[src/rtl/icache_if.sv]
// Fetch-side and memory-controller-side signals of the instruction cache.
// The cache takes the slave view; the fetch unit / controller pair takes the master view.
interface icache_if;
  logic        fetch_req;
  logic [31:0] fetch_addr;
  logic        inst_valid;
  logic [31:0] inst_data;
  logic [31:0] inst_addr;
  logic        icache_query_en;
  logic [31:0] head_addr;
  logic        icache_block_en;
  logic [31:0] icache_block_data;

  modport slave (
    input  fetch_req, fetch_addr, icache_block_en, icache_block_data,
    output inst_valid, inst_data, inst_addr, icache_query_en, head_addr
  );

  modport master (
    output fetch_req, fetch_addr, icache_block_en, icache_block_data,
    input  inst_valid, inst_data, inst_addr, icache_query_en, head_addr
  );
endinterface

[src/rtl/icache.sv]
// Direct-mapped, one-word-per-line instruction cache with a single outstanding miss.
// Line contents survive flushes; only the in-flight request is dropped.
module icache #(
  parameter int INDEX_WIDTH = 6
) (
  input logic     clk_in,
  input logic     rst_in,
  input logic     rdy_in,
  input logic     flush_signal,
  icache_if.slave bus
);
  localparam int TAG_WIDTH = 16 - INDEX_WIDTH;
  localparam int LINES     = 1 << INDEX_WIDTH;

  localparam logic [0:0] IDLE = 1'b0;
  localparam logic [0:0] MISS = 1'b1;

  logic [0:0]  state_q, state_d;
  logic [31:0] req_addr_q, req_addr_d;
  logic        inst_valid_q, inst_valid_d;
  logic [31:0] inst_data_q, inst_data_d;
  logic [31:0] inst_addr_q, inst_addr_d;
  logic        query_en_q, query_en_d;
  logic [31:0] head_addr_q, head_addr_d;

  logic [LINES-1:0]     valid_q;
  logic [TAG_WIDTH-1:0] tag_q  [LINES];
  logic [31:0]          data_q [LINES];

  logic [INDEX_WIDTH-1:0] fetch_idx, req_idx;
  logic [TAG_WIDTH-1:0]   fetch_tag, req_tag;
  logic                   hit;
  logic                   line_we;

  assign fetch_idx = bus.fetch_addr[INDEX_WIDTH+1:2];
  assign fetch_tag = bus.fetch_addr[17:INDEX_WIDTH+2];
  assign req_idx   = req_addr_q[INDEX_WIDTH+1:2];
  assign req_tag   = req_addr_q[17:INDEX_WIDTH+2];
  assign hit       = valid_q[fetch_idx] && (tag_q[fetch_idx] == fetch_tag);

  always_comb begin
    state_d      = state_q;
    req_addr_d   = req_addr_q;
    inst_valid_d = 1'b0;
    inst_data_d  = inst_data_q;
    inst_addr_d  = inst_addr_q;
    query_en_d   = query_en_q;
    head_addr_d  = head_addr_q;
    line_we      = 1'b0;

    if (flush_signal) begin
      // A fill arriving with the flush still carries correct data, so keep it.
      line_we    = (state_q == MISS) && bus.icache_block_en;
      query_en_d = 1'b0;
      state_d    = IDLE;
    end else begin
      case (state_q)
        IDLE: begin
          if (bus.fetch_req && !inst_valid_q) begin
            req_addr_d = bus.fetch_addr;
            if (hit) begin
              inst_valid_d = 1'b1;
              inst_data_d  = data_q[fetch_idx];
              inst_addr_d  = bus.fetch_addr;
            end else begin
              query_en_d  = 1'b1;
              head_addr_d = {bus.fetch_addr[31:2], 2'b00};
              state_d     = MISS;
            end
          end
        end
        MISS: begin
          // The controller ignores one cycle after block_en, so the query must drop on this edge.
          if (bus.icache_block_en) begin
            line_we      = 1'b1;
            inst_valid_d = 1'b1;
            inst_data_d  = bus.icache_block_data;
            inst_addr_d  = req_addr_q;
            query_en_d   = 1'b0;
            state_d      = IDLE;
          end
        end
        default: state_d = IDLE;
      endcase
    end
  end

  always_ff @(posedge clk_in) begin
    if (rst_in) begin
      state_q      <= IDLE;
      req_addr_q   <= '0;
      inst_valid_q <= 1'b0;
      inst_data_q  <= '0;
      inst_addr_q  <= '0;
      query_en_q   <= 1'b0;
      head_addr_q  <= '0;
      valid_q      <= '0;
    end else if (rdy_in) begin
      state_q      <= state_d;
      req_addr_q   <= req_addr_d;
      inst_valid_q <= inst_valid_d;
      inst_data_q  <= inst_data_d;
      inst_addr_q  <= inst_addr_d;
      query_en_q   <= query_en_d;
      head_addr_q  <= head_addr_d;
      if (line_we) valid_q[req_idx] <= 1'b1;
    end
  end

  always_ff @(posedge clk_in) begin
    if (!rst_in && rdy_in && line_we) begin
      tag_q[req_idx]  <= req_tag;
      data_q[req_idx] <= bus.icache_block_data;
    end
  end

  assign bus.inst_valid      = inst_valid_q;
  assign bus.inst_data       = inst_data_q;
  assign bus.inst_addr       = inst_addr_q;
  assign bus.icache_query_en = query_en_q;
  assign bus.head_addr       = head_addr_q;
endmodule
[src/flat_wrapper.sv]
// flat-port wrapper written by rule: the top's interface ports become plain ports
module icache_flat 
#(
  parameter int INDEX_WIDTH = 6
)
  (clk_in, rst_in, rdy_in, flush_signal, bus_fetch_req, bus_fetch_addr, bus_icache_block_en, bus_icache_block_data, bus_inst_valid, bus_inst_data, bus_inst_addr, bus_icache_query_en, bus_head_addr);
  icache_if bus_i ();
  input logic clk_in;
  input logic rst_in;
  input logic rdy_in;
  input logic flush_signal;
  input wire logic [$bits(bus_i.fetch_req)-1:0] bus_fetch_req;
  input wire logic [$bits(bus_i.fetch_addr)-1:0] bus_fetch_addr;
  input wire logic [$bits(bus_i.icache_block_en)-1:0] bus_icache_block_en;
  input wire logic [$bits(bus_i.icache_block_data)-1:0] bus_icache_block_data;
  output wire logic [$bits(bus_i.inst_valid)-1:0] bus_inst_valid;
  output wire logic [$bits(bus_i.inst_data)-1:0] bus_inst_data;
  output wire logic [$bits(bus_i.inst_addr)-1:0] bus_inst_addr;
  output wire logic [$bits(bus_i.icache_query_en)-1:0] bus_icache_query_en;
  output wire logic [$bits(bus_i.head_addr)-1:0] bus_head_addr;
  assign bus_i.fetch_req = bus_fetch_req;
  assign bus_i.fetch_addr = bus_fetch_addr;
  assign bus_i.icache_block_en = bus_icache_block_en;
  assign bus_i.icache_block_data = bus_icache_block_data;
  assign bus_inst_valid = bus_i.inst_valid;
  assign bus_inst_data = bus_i.inst_data;
  assign bus_inst_addr = bus_i.inst_addr;
  assign bus_icache_query_en = bus_i.icache_query_en;
  assign bus_head_addr = bus_i.head_addr;
  icache #(.INDEX_WIDTH(INDEX_WIDTH)) u_core (.clk_in(clk_in), .rst_in(rst_in), .rdy_in(rdy_in), .flush_signal(flush_signal), .bus(bus_i));
endmodule
[config.mk]
export PLATFORM = sky130hd
export DESIGN_NAME = icache_flat
export DESIGN_NICKNAME = d
export VERILOG_FILES = /design/src/rtl/icache_if.sv /design/src/rtl/icache.sv /design/src/flat_wrapper.sv
export SDC_FILE = /design/constraint.sdc
export NUM_CORES = 2
export LEC_CHECK = 0
export BUFFER_PORTS_ARGS = -buffer_cell sky130_fd_sc_hd__clkbuf_2
export CELL_PAD_IN_SITES_DETAIL_PLACEMENT = 1
export CELL_PAD_IN_SITES_GLOBAL_PLACEMENT = 2
export CORE_ASPECT_RATIO = 1.4
export CORE_MARGIN = 8
export CORE_UTILIZATION = 35
export DETAILED_ROUTE_END_ITERATION = 10
export PLACE_DENSITY_LB_ADDON = 0.1
export SYNTH_ARGS = -nofsm -noshare
export SYNTH_HDL_FRONTEND = slang
export SYNTH_SLANG_ARGS = --single-unit
[constraint.sdc]
create_clock -name clk_in -period 7.8 [get_ports clk_in]
set_clock_uncertainty 0.05 [all_clocks]
set_input_delay 0 -clock clk_in [delete_from_list [all_inputs] [get_ports clk_in]]
set_output_delay 0 -clock clk_in [all_outputs]
set_load 0.03 [all_outputs]
* Word level (Yosys, flattened, before mapping)
Memories as Yosys holds them, arrays and structs flattened. Cells that the tools add are included.
Word-level totals: bits in registers 193, bits in writable memories 2688, input bits 70, output and inout bits 98, memories kept 2
Memories:
- u_core.data_q | words 64, bits a word 32, read ports 1, clocked after memory_dff 0, write ports 1, line icache.sv:28 | logic [31:0] data_q [LINES];
- u_core.tag_q | words 64, bits a word 10, read ports 1, clocked after memory_dff 0, write ports 1, line icache.sv:27 | logic [TAG_WIDTH-1:0] tag_q [LINES];
Operators by class: $lt $le $gt $ge 3, equality and inequality tests 7, multiplexer cells 31, bitwise gates (word level) 4, reduce and logical (&&, ||, !) cells 13
Operator list (count):
- $mux 32 | 6
- $pmux 32 s2 | 2
- $or 64x64->64 | 1
- $mux 1 | 18
- $lt 6x7->1 const B | 2
- $eq 10x10->1 | 1
- $reduce_and 5->1 | 2
- $reduce_and 4->1 | 2
- $bmux 1 s6 | 1
- $demux 1 s6 | 1
- $ge 6x1->1 const B | 1
- $logic_and 1x1->1 | 6
- $ne 3x3->1 const B | 2
- $pmux 1 s2 | 3
- $ne 2x1->1 const B | 2
- $ne 3x2->1 const B | 1
- $not 1->1 | 3
- $logic_not 1->1 | 2
- $ne 2x2->1 const B | 1
- $reduce_and 2->1 | 1

* Depth between registers and ports, before layout
word-level depth 7, gate-level depth with buffers 16, gate-level depth less buffers 9

* Least setup slack after synthesis
Ideal clock, no wire load.
path type register to register, start register u_core.req_addr_q[5], end memory u_core.data_q[10][0] (enable), data arrival time 3.132 ns, required time 7.308 ns, path slack 4.177 ns, cell stages (with the launch flop) 6, path buffers 3, clock period less this slack 3.623 ns, path through dfxtp_1 clkbuf_1 or3b_2 clkbuf_1 clkbuf_1 nor2_1
RTL lines:
- start: declaration | line icache.sv:19 | logic [31:0] req_addr_q, req_addr_d;
- start signal: assignment | line icache.sv:100 | req_addr_q <= req_addr_d;
- end: declaration | line icache.sv:28
Straight into the memory's write port.

* Worst setup path after layout
start input port bus_fetch_addr[2], end register u_core.head_addr_q[7] (netlist: u_core.bus.head_addr[7])
Between the ends: longest elaborated chain between the ends 5, elaborated cells between the ends (all ways) 7, classes of those cells 1 x eq/ne; 2 x mux; 1 x bitwise; 2 x reduce/logical; 1 x memory
Ends and longest elaborated chain:
- start: declaration | line flat_wrapper.sv:13 | input wire logic [$bits(bus_i.fetch_addr)-1:0] bus_fetch_addr;
- $mem_v2 64x10 / $bmux 1 s6 (equally long branches)
- $eq 10x10->1 / $mux 1 (equally long branches) | line icache.sv:39 | assign hit = valid_q[fetch_idx] && (tag_q[fetch_idx] == fetch_tag);
- $logic_and 1x1->1 (*) | line icache.sv:39
- $not 1->1 (no source line) (*)
- $reduce_and 5->1 (no source line) (*)
- end signal: assignment | line icache.sv:105 | head_addr_q <= head_addr_d;
- end: declaration | line icache.sv:24 | logic [31:0] head_addr_q, head_addr_d;
Every way passes the cells marked *; elsewhere a longest branch is shown, timed or not. The select of a mux whose other input is x is not followed. A chain may end at the register's enable or synchronous reset.

==> metrics.md <==
| Metric | Value |
|---|---|
| Critical-path top delay cell | nor4_1 |
| Cell Int Power | 25.1 mW |
| Crit-path max FO | 43 |
| Routed length per instance | 36.8 um |
| Buffers & Inverters on Critical Path | 5 |
| FP Rows | 244 |
| Synth area leaders | edfxtp_1 73%, mux4_2 16%, dfxtp_1 3.5%, mux2i_1 1.8%, a211oi_1 0.80% |
| R2R setup slack | 3110 ps |
| # IOs | 168 |
| Crit-path leading delay family | buffers and inverters |
| Remaining DRCs | 0 |
| Post-synth ARST share | 0 |
| IO Port Bufs | 165 |
| Die Height | 683 um |
| P_sw | 6.90 mW |
| Number of enable flip-flop cells after synthesis | 2688 |
| CTS tree | built |
| WS Path Type | primary input to register |
| Vias in the first global route | 58551 |
| Final hold slack | 72.7 ps |
| Ys flop type | edfxtp_1 |
| Non-filler cells, final | 9881 |
| Clk slew on worst S/H paths | 60 ps |
| Worst Path Arrival | 6000 ps |
| Worst Hold Class | primary input to register |
| Root Buffer | clkbuf_16 |
| Final Power | 32.0 mW |
| Flops & latches, synth | 2881 |
| Initial antenna violation count | 21 |
| Clk pwr share | 0.427 |
| CTS Buffer Depth | 4 |
| Setup Total Neg Slack | 0 ps |
| Die W | 492 um |
| Critical Path Source Type | primary input |
| Worst-Skew Late Latency | 860 ps |
| Worst vdd ir | 0.000147 V |
| Final max-slew violation count | 0 |
| Fillers | 29475 |
| Initial Util | 0.352 |
| Worst-Margin Slew | 1320 ps |
| Area share of the leading cell type in the synthesized netlist | 0.727 |
| Placed insts | 9240 |
| Via count | 54598 |
| Placed cell area | 118000 um^2 |
| RSZ-0062 raised after global routing | no |
| Largest net degree at the start of global routing | 118 |
| Setup repair bufs after CTS | 0 |
| Final setup fails | 0 |
| Synth cell count leaders | 2688 x edfxtp_1, 794 x mux4_2, 196 x mux2i_1 |
| Cell Chain, Critical Path | dlygate4sd3_1, buf_8, buf_4, mux4_2, o22ai_1, nor4_1, xor2_1, nor2_1, o221ai_1, nor3_1, buf_4, a21oi_4, buf_4, mux2i_1 |
| CTS Sinks | 2881 |
| Period utilisation layout | 0.675 |
| F_max | 190 MHz |
| Leak | 38.6 nW |
| Post-synthesis sequential area ratio | 0.762 |
| Cell count after synthesis | 5030 |
| Worst path most repeated cell | buf_4 |
| Num CTS Buffers | 298 |
| Cell taking the most area after synthesis | edfxtp_1 |
| Critical Path RT | 8530 ps |
| Slew margin rel. | 0.117 |
| Share of post-route cells with drive strength above 1 | 0.288 |
| Avg Cell Area, Syn | 22.1 um^2 |
| P per Cell Area | 251 nW/um^2 |
| Final Critical Period | 5270 ps |
| Design Area, Final | 128000 um^2 |
| Final WL | 363000 um |
| Cell Area, Synth | 111000 um^2 |
| Sequential power share | 0.528 |
| Drt first-iter violations | 5471 |
| Part of the power in combinational logic | 0.045 |
| Switching part of the total | 0.215 |
| DRT antenna net count | 0 |
| Max Cap Violations | 0 |
| First-pass GRT wire length | 497000 um |
| Synth Warn # | 0 |
| Gr usage total | 0.212 |
| Most frequent cell after synthesis | edfxtp_1 |
| Unique masters post-synth | 64 |
| Outcome | completed |
| Vias per cell | 5.53 |
| Total grt overflow | 0 |
| Final net count | 5541 |
| Routability congestion estimate | 0.733 |
| Setup crit end kind | register |
| CP max stage delay | 940 ps |
| Core Area | 316000 um^2 |
| HPWL after DPL | 195000 um |
| Fin. Hold Viols | 0 |
| Die footprint | 336000 um^2 |
| Area grow syn2layout | 15.1% |
| Number of detailed-route iterations in the first pass | 7 |
| H-tree levels | 5 |
==> layout make-up <==
type,count,area (um^2),share of cell area
diodes,4,10.0,0.0000783
inverters,69,269,0.00210
multi-input cells,1765,25100,0.197
clock inverters,162,1200,0.00940
clock buffers,362,7830,0.0613
well taps,4182,5230,0.0409
repair buffers,456,3540,0.0277
flip-flops and latches,2881,84600,0.662
==> worst reg2reg max path: stages (launching register included) <==
cell and delay (ps):
dfxtp_4 620, nand3_1 220, dlygate4sd3_1 610, nor2_1 140, nand3_1 420, buf_4 440, nor2_4 900, buf_4 810
==> sequential cells by signal, indices dropped and copies added, names as in the netlist, 30 cells and up <==
name and flops:
u_core.req_addr_q 32, u_core.tag_q 640, u_core.bus.inst_data 32, u_core.data_q 2048, u_core.valid_q 64, u_core.bus.inst_addr 32, u_core.bus.head_addr 30
==> through the flow <==
step	setup slack [ps]	utilization
2_1_floorplan	4180	-
3_3_place_gp	2180	0.373
3_5_place_dp	2080	0.373
4_1_cts	2420	0.405
5_1_grt	2320	0.405
6_report	2530	0.405
==> power groups by stage <==
stage / registers (mW) / clock network [mW] / logic (mW)
floorplan: 17.2 / 0 / 0.830
global placement: 17.2 / 0 / 1.42
detailed placement: 17.2 / 0 / 1.44
CTS: 16.9 / 14.0 / 1.49
global route: 16.9 / 14.5 / 1.54
finish: 16.9 / 13.7 / 1.45
==> layer usage <==
layer  global-route usage  wire [um]
met5                    0          0
met2                0.390     194000
met1                0.267     145000
met4               0.0520       9450
met3               0.0262      15100
==> path summary, 6_finish.rpt <==
path,startpoint,end,depth (start not counted)
max,bus_fetch_addr[2],u_core.bus.head_addr[7],14
min,bus_fetch_addr[27],u_core.bus.inst_addr[27],4
max reg2reg,u_core.state_q,u_core.data_q[50][9],7
min reg2reg,u_core.req_addr_q[19],u_core.req_addr_q[19],2
==> placed cells by master, fill, tap and decap left out, drive strengths merged, types with 6 or more instances in the layout <==
master and count:
edfxtp 2688, mux4 794, clkbuf 521, mux2i 196, dfxtp 193, buf 184, a211oi 129, clkinv 128
dlygate4sd3 113, nand2 103, nor2 89, o22ai 83, inv 80, nand2b 70, a21oi 54, a22oi 47
nand3 23, bufinv 16, nor2b 16, nand4 13, and2 12, nor3 11, nand3b 9, clkinvlp 7
xnor2 6, a32oi 6, a31oi 6, a311oi 6, or3 6, o21ai 6, nor4 6, a2111oi 6
==> logic make-up after synthesis <==
kind of cell / synth area share
flops: 0.762
simple gates: 0.0179
other cells: 0.0000338
compound gates: 0.0239
mux: 0.179
xor+xnor: 0.000631
buf+inv: 0.0169
==> timing repair <==
item / CTS / global route
endpoints found under the setup margin: 0 / 0
gates resized for setup: 0 / 0
hold endpoints to repair: 1736 / 0
hold buffers: 113 / 0
Power figures use the tool's default switching activity.
